$ cat src/rtl/vga_if.sv
// VGA timing bundle shared by the draw chain: master drives timing plus colour,
// slave consumes the timing fields only.
interface vga_if;
   logic [10:0] hcount;
   logic [10:0] vcount;
   logic        hsync;
   logic        vsync;
   logic        hblnk;
   logic        vblnk;
   logic [11:0] rgb;

   modport master (output hcount, vcount, hsync, vsync, hblnk, vblnk, rgb);
   modport slave  (input  hcount, vcount, hsync, vsync, hblnk, vblnk);
endinterface

$ cat src/rtl/draw_bg_stars.sv
// Background stage: base colour plus a hashed, vertically scrolling, twinkling star
// field. Timing fields pass through with a 2-cycle delay aligned to rgb.
module draw_bg_stars #(
   parameter int          V_ACTIVE     = 600,
   parameter int          SCROLL_DIV   = 4,
   parameter logic [7:0]  STAR_DENSITY = 8'd6,
   parameter logic [31:0] SEED         = 32'h1234ABCD,
   parameter int          FRAME_W      = 8,
   parameter int          TWINKLE_BIT  = 3
) (
   input  logic        clk,
   input  logic        rst,
   vga_if.slave        vga_in,
   vga_if.master       vga_out,
   input  logic [11:0] bg_color,
   input  logic [11:0] star_color,
   input  logic        scroll_en
);

   localparam logic [31:0] HASH_MUL = 32'h045D9F3B;
   localparam logic [11:0] V_ACT12  = 12'(V_ACTIVE);
   localparam logic [10:0] V_LAST   = 11'(V_ACTIVE - 1);

   logic               vblnk_d;
   logic [FRAME_W-1:0] frame_cnt;
   logic [10:0]        scroll_off;
   logic [11:0]        bg_sh;
   logic [11:0]        star_sh;

   logic        fs;
   logic        scroll_step;
   logic [11:0] y_sum;
   logic [10:0] y_wrap;
   logic [31:0] key_next;

   assign fs          = vga_in.vblnk && !vblnk_d;
   assign scroll_step = (int'(frame_cnt) % SCROLL_DIV) == (SCROLL_DIV - 1);
   // Both addends are below V_ACTIVE in the active area, so one subtract wraps.
   assign y_sum       = {1'b0, vga_in.vcount} + {1'b0, scroll_off};
   assign y_wrap      = (y_sum >= V_ACT12) ? 11'(y_sum - V_ACT12) : y_sum[10:0];
   assign key_next    = {10'b0, y_wrap, vga_in.hcount} ^ SEED;

   // Frame-synchronous state: counter, scroll offset and colour shadows.
   always_ff @(posedge clk) begin
      if (rst) begin
         vblnk_d    <= 1'b0;
         frame_cnt  <= '0;
         scroll_off <= '0;
         bg_sh      <= 12'h00F;
         star_sh    <= 12'hFFF;
      end else begin
         vblnk_d <= vga_in.vblnk;
         if (fs) begin
            frame_cnt <= frame_cnt + 1'b1;
            bg_sh     <= bg_color;
            star_sh   <= star_color;
            if (scroll_en && scroll_step)
               scroll_off <= (scroll_off == V_LAST) ? 11'd0 : scroll_off + 11'd1;
         end
      end
   end

   logic [10:0] h1, v1;
   logic        hs1, vs1, hb1, vb1, blank1;
   logic [31:0] key1;

   always_ff @(posedge clk) begin
      if (rst) begin
         h1     <= '0;
         v1     <= '0;
         hs1    <= 1'b0;
         vs1    <= 1'b0;
         hb1    <= 1'b0;
         vb1    <= 1'b0;
         blank1 <= 1'b0;
         key1   <= '0;
      end else begin
         h1     <= vga_in.hcount;
         v1     <= vga_in.vcount;
         hs1    <= vga_in.hsync;
         vs1    <= vga_in.vsync;
         hb1    <= vga_in.hblnk;
         vb1    <= vga_in.vblnk;
         blank1 <= vga_in.hblnk || vga_in.vblnk;
         key1   <= key_next;
      end
   end

   // Only product bits [31:23] matter: hash8 on top, twinkle select just below.
   logic [8:0]  m_top;
   logic        star;
   logic        tw;
   logic [11:0] star_dim;
   logic [11:0] rgb_next;

   assign m_top    = 9'((key1 * HASH_MUL) >> 23);
   assign star     = m_top[8:1] < STAR_DENSITY;
   assign tw       = m_top[0] && frame_cnt[TWINKLE_BIT];
   assign star_dim = {1'b0, star_sh[11:9], 1'b0, star_sh[7:5], 1'b0, star_sh[3:1]};

   always_comb begin
      rgb_next = bg_sh;
      if (blank1)
         rgb_next = 12'h000;
      else if (star)
         rgb_next = tw ? star_dim : star_sh;
   end

   always_ff @(posedge clk) begin
      if (rst) begin
         vga_out.hcount <= '0;
         vga_out.vcount <= '0;
         vga_out.hsync  <= 1'b0;
         vga_out.vsync  <= 1'b0;
         vga_out.hblnk  <= 1'b0;
         vga_out.vblnk  <= 1'b0;
         vga_out.rgb    <= '0;
      end else begin
         vga_out.hcount <= h1;
         vga_out.vcount <= v1;
         vga_out.hsync  <= hs1;
         vga_out.vsync  <= vs1;
         vga_out.hblnk  <= hb1;
         vga_out.vblnk  <= vb1;
         vga_out.rgb    <= rgb_next;
      end
   end

endmodule

$ cat src/flat_wrapper.sv
// flat-port wrapper written by rule: the top's interface ports become plain ports
module draw_bg_stars_flat 
#(
   parameter int          V_ACTIVE     = 600,
   parameter int          SCROLL_DIV   = 4,
   parameter logic [7:0]  STAR_DENSITY = 8'd6,
   parameter logic [31:0] SEED         = 32'h1234ABCD,
   parameter int          FRAME_W      = 8,
   parameter int          TWINKLE_BIT  = 3
)
  (clk, rst, bg_color, star_color, scroll_en, vga_in_hcount, vga_in_vcount, vga_in_hsync, vga_in_vsync, vga_in_hblnk, vga_in_vblnk, vga_out_hcount, vga_out_vcount, vga_out_hsync, vga_out_vsync, vga_out_hblnk, vga_out_vblnk, vga_out_rgb);
  vga_if vga_in_i ();
  vga_if vga_out_i ();
  input  logic clk;
  input  logic rst;
  input  logic [11:0] bg_color;
  input  logic [11:0] star_color;
  input  logic scroll_en;
  input wire logic [$bits(vga_in_i.hcount)-1:0] vga_in_hcount;
  input wire logic [$bits(vga_in_i.vcount)-1:0] vga_in_vcount;
  input wire logic [$bits(vga_in_i.hsync)-1:0] vga_in_hsync;
  input wire logic [$bits(vga_in_i.vsync)-1:0] vga_in_vsync;
  input wire logic [$bits(vga_in_i.hblnk)-1:0] vga_in_hblnk;
  input wire logic [$bits(vga_in_i.vblnk)-1:0] vga_in_vblnk;
  output wire logic [$bits(vga_out_i.hcount)-1:0] vga_out_hcount;
  output wire logic [$bits(vga_out_i.vcount)-1:0] vga_out_vcount;
  output wire logic [$bits(vga_out_i.hsync)-1:0] vga_out_hsync;
  output wire logic [$bits(vga_out_i.vsync)-1:0] vga_out_vsync;
  output wire logic [$bits(vga_out_i.hblnk)-1:0] vga_out_hblnk;
  output wire logic [$bits(vga_out_i.vblnk)-1:0] vga_out_vblnk;
  output wire logic [$bits(vga_out_i.rgb)-1:0] vga_out_rgb;
  assign vga_in_i.hcount = vga_in_hcount;
  assign vga_in_i.vcount = vga_in_vcount;
  assign vga_in_i.hsync = vga_in_hsync;
  assign vga_in_i.vsync = vga_in_vsync;
  assign vga_in_i.hblnk = vga_in_hblnk;
  assign vga_in_i.vblnk = vga_in_vblnk;
  assign vga_out_hcount = vga_out_i.hcount;
  assign vga_out_vcount = vga_out_i.vcount;
  assign vga_out_hsync = vga_out_i.hsync;
  assign vga_out_vsync = vga_out_i.vsync;
  assign vga_out_hblnk = vga_out_i.hblnk;
  assign vga_out_vblnk = vga_out_i.vblnk;
  assign vga_out_rgb = vga_out_i.rgb;
  draw_bg_stars #(.V_ACTIVE(V_ACTIVE), .SCROLL_DIV(SCROLL_DIV), .STAR_DENSITY(STAR_DENSITY), .SEED(SEED), .FRAME_W(FRAME_W), .TWINKLE_BIT(TWINKLE_BIT)) u_core (.clk(clk), .rst(rst), .vga_in(vga_in_i), .vga_out(vga_out_i), .bg_color(bg_color), .star_color(star_color), .scroll_en(scroll_en));
endmodule
$ cat config.mk
export PLATFORM = sky130hd
export DESIGN_NAME = draw_bg_stars_flat
export DESIGN_NICKNAME = d
export VERILOG_FILES = /design/src/rtl/vga_if.sv /design/src/rtl/draw_bg_stars.sv /design/src/flat_wrapper.sv
export SDC_FILE = /design/constraint.sdc
export NUM_CORES = 1
export LEC_CHECK = 0
export BUFFER_PORTS_ARGS = -buffer_cell sky130_fd_sc_hd__buf_4
export CAP_MARGIN = 10
export CORE_ASPECT_RATIO = 0.6
export CORE_MARGIN = 1.5
export CORE_UTILIZATION = 50
export CTS_BUF_LIST = sky130_fd_sc_hd__clkbuf_16
export DETAILED_ROUTE_END_ITERATION = 7
export GPL_TIMING_DRIVEN = 0
export PLACE_DENSITY_LB_ADDON = 0.1
export SLEW_MARGIN = 40
export SYNTH_ARGS = -nofsm -noshare
export SYNTH_HDL_FRONTEND = slang
export SYNTH_SLANG_ARGS = --single-unit
$ cat constraint.sdc
create_clock -name clk -period 9.7 [get_ports clk]
set_input_delay 0.97 -clock clk [delete_from_list [all_inputs] [get_ports clk]]
set_output_delay 0.97 -clock clk [all_outputs]
set_load 0.02 [all_outputs]
==> metrics.txt <==
largest net degree at the start of global routing=17; CTS tree=yes; pins over their slew limit=0; Hold Crit Class=reg2reg; routed via count=9,188; DRT Wirelength=32.32 mm; total placed instance area=0.01412 sq mm; DR pass1 iterations=5; commonest non-fill, non-tap cells in the layout=393 x inv_1, 200 x fa_1, 172 x ha_1; Synth Instances=1,380; Setup CP Type=reg2reg; number of buffers created by CTS=17; htree depth=4; final core utilization=57.88%; GPL Wtd Cong=0.9488; Area growth syn-to-layout=13.00%; Initial Util=51.22%; post-route cell area=0.01470 sq mm; ANT nets after route=0; asr flop ratio synth=0%; GRT overflow=0; DR vias/cell=4.958; IO Port Bufs=89; antenna violations before repair=0; critical path launch point type=flop; Post-synth EDFFs=0; Worst-Margin Slew=around 0.82 ns; Clock Path Buffers=2; top_reg_cell synth=dfxtp_1; unrepaired setup endpoints after global routing=no; Ports=91; number of global-route vias before repair=9,220; final setup vio count=0; Syn Std Cell Area=0.01301 sq mm; WP data required=10.02 ns; drt wl/cell=17.44 um; row count=45; total negative slack=0 ns; most common cell after layout, fill and taps aside=inv_1; CP max FO=10; outcome=finished clean; hold_buf cts=0; placed cells=1,821; syn avg cell area=9.426 sq um; Clock Latency Late Sink=0.42 ns; layout cells sized above 1=a little under a tenth; worst endpoint data arrival time=between 7 and 8 ns; Synth cell types=56; number of clock sinks=123; number of synthesized register bits=123; first-pass GRT wire length=51.17 mm; DRC=0; Final Hold Viols=0; Starting DRT DRC Count=around 700; total track usage=25.58%; relative max-transition margin=44.95%; HPWL after detailed placement=27.70 mm; syn_nets=1,805; post-CTS setup buffer count=0; Nets=1,913; Max-Cap Viols=0; Final Cycle Share=78.44%; Synthesis Warnings=0; register area share after synthesis=between 10% and 20%; core footprint=0.02539 sq mm; f_max=0.1314 GHz; Die H=~130 um; Fillers=2,260; endpoint class of the critical path=flop; Root Buffer=clkbuf_16; n_diodes=0; final std cells w/o fill=~1,900; die area=0.02702 sq mm; PostCTS Resize Cnt=0; Tmin final=~7.6 ns; clock slew at reported path FFs=0.06 ns; Die Wd=211.2 um; clock skew=about 0.0086 ns
## flip-flops by register name (all words and copies together), names as in the netlist
signal,cells
u_core.key1,23
u_core.bg_sh,12
u_core.star_sh,12
u_core.vga_out.rgb,12
u_core.scroll_off,11
u_core.v1,11
u_core.vga_out.hcount,11
u_core.vga_out.vcount,11
u_core.h1,7
u_core.frame_cnt,4
u_core.blank1,1
u_core.hb1,1
u_core.hs1,1
u_core.vblnk_d,1
u_core.vga_out.hblnk,1
u_core.vga_out.hsync,1
u_core.vga_out.vblnk,1
u_core.vga_out.vsync,1
u_core.vs1,1
## routing by layer
layer / GRT usage [%] / up-vias / part of all wire [%]
met3: 10.36 / 14 / 11
met4: 2.857 / 2 / 0.32
met2: 31.99 / 284 / 36
met1: 40.76 / 4436 / 52
met5: 3.448 / - / 0.38
li1: - / 4452 / -
## Yosys cell counts, types with 8 or more instances
cell | number | area (sq um)
nor3b_2 | 9 | 112.6
inv_1 | 393 | 1475
dfxtp_1 | 123 | 2462
nor3_1 | 11 | 55.05
o21ai_0 | 18 | 90.09
and3_1 | 8 | 50.05
xnor2_1 | 27 | 236.5
o21a_1 | 10 | 75.07
ha_1 | 172 | 2152
nor2b_1 | 52 | 325.3
fa_1 | 200 | 4004
mux2i_1 | 16 | 160.2
nand3_1 | 41 | 205.2
a21o_1 | 10 | 75.07
xor2_1 | 11 | 96.34
clkbuf_1 | 17 | 63.81
nor2_1 | 41 | 153.9
a21oi_1 | 54 | 270.3
nand2_1 | 87 | 326.6
## final timing paths
check	startpoint	endpoint	slack [ns]	depth (start not counted)
worst min-delay path	u_core.vs1$_SDFF_PP0_	u_core.vga_out.vsync$_SDFF_PP0_	0.43	1
worst max register to register	u_core.key1[11]$_SDFF_PP0_	u_core.vga_out.rgb[10]$_SDFF_PP0_	2.09	22
worst min register to register	u_core.vs1$_SDFF_PP0_	u_core.vga_out.vsync$_SDFF_PP0_	0.43	1
worst max-delay path	u_core.key1[11]$_SDFF_PP0_	u_core.vga_out.rgb[10]$_SDFF_PP0_	2.09	22
## layout make-up
cell class	count	area, sq um	area share, %
multi-input combinational	838	8969	61.02
clock inverter	15	150.1	1.022
buffer	26	107.6	0.7321
inverter	393	1475	10.04
sequential	123	2462	16.75
timing repair buffer	89	668.1	4.546
clock buffer	17	425.4	2.894
tap	352	440.4	2.997
## per-stage QoR
step           hold slack (ns)  setup WS (ns)
2_1_floorplan           0.4138          3.132
6_report                0.4305          2.091
4_1_cts                 0.4340          2.121
3_5_place_dp            0.4204          2.126
5_1_grt                 0.4425          1.734
3_3_place_gp            0.4176          2.145
## worst max-delay path, cell delays in order (launching register included)
cell      delay [ns]
dfxtp_1         0.53
inv_1           0.23
fa_1            0.58
inv_1           0.10
ha_1            0.35
inv_1           0.08
fa_1            0.53
inv_1           0.05
fa_1            0.52
fa_1            0.53
fa_1            0.59
inv_1           0.06
fa_1            0.52
inv_1           0.04
ha_1            0.33
nand2_1         0.13
or4_4           0.59
a211oi_1        0.31
mux2i_1         0.11
nor2_1          0.63
buf_2           0.36
a21oi_1         0.11
nor3b_2         0.23
## logic make-up (layout without fill, tap and decap cells)
family	Yosys count	count (layout)	synth area share (%)
buffers and inverters	419	540	12.17
adders and majority gates	372	372	47.33
and+or+nand+nor	287	287	11.62
AOI/OAI and AO/OA	125	125	6.166
DFF	123	123	18.93
xor gates and xnor gates	38	38	2.559
muxes	16	16	1.231
Power is not shown: default switching activity piles up to over one toggle a cycle in this logic, so the estimate is an artifact.
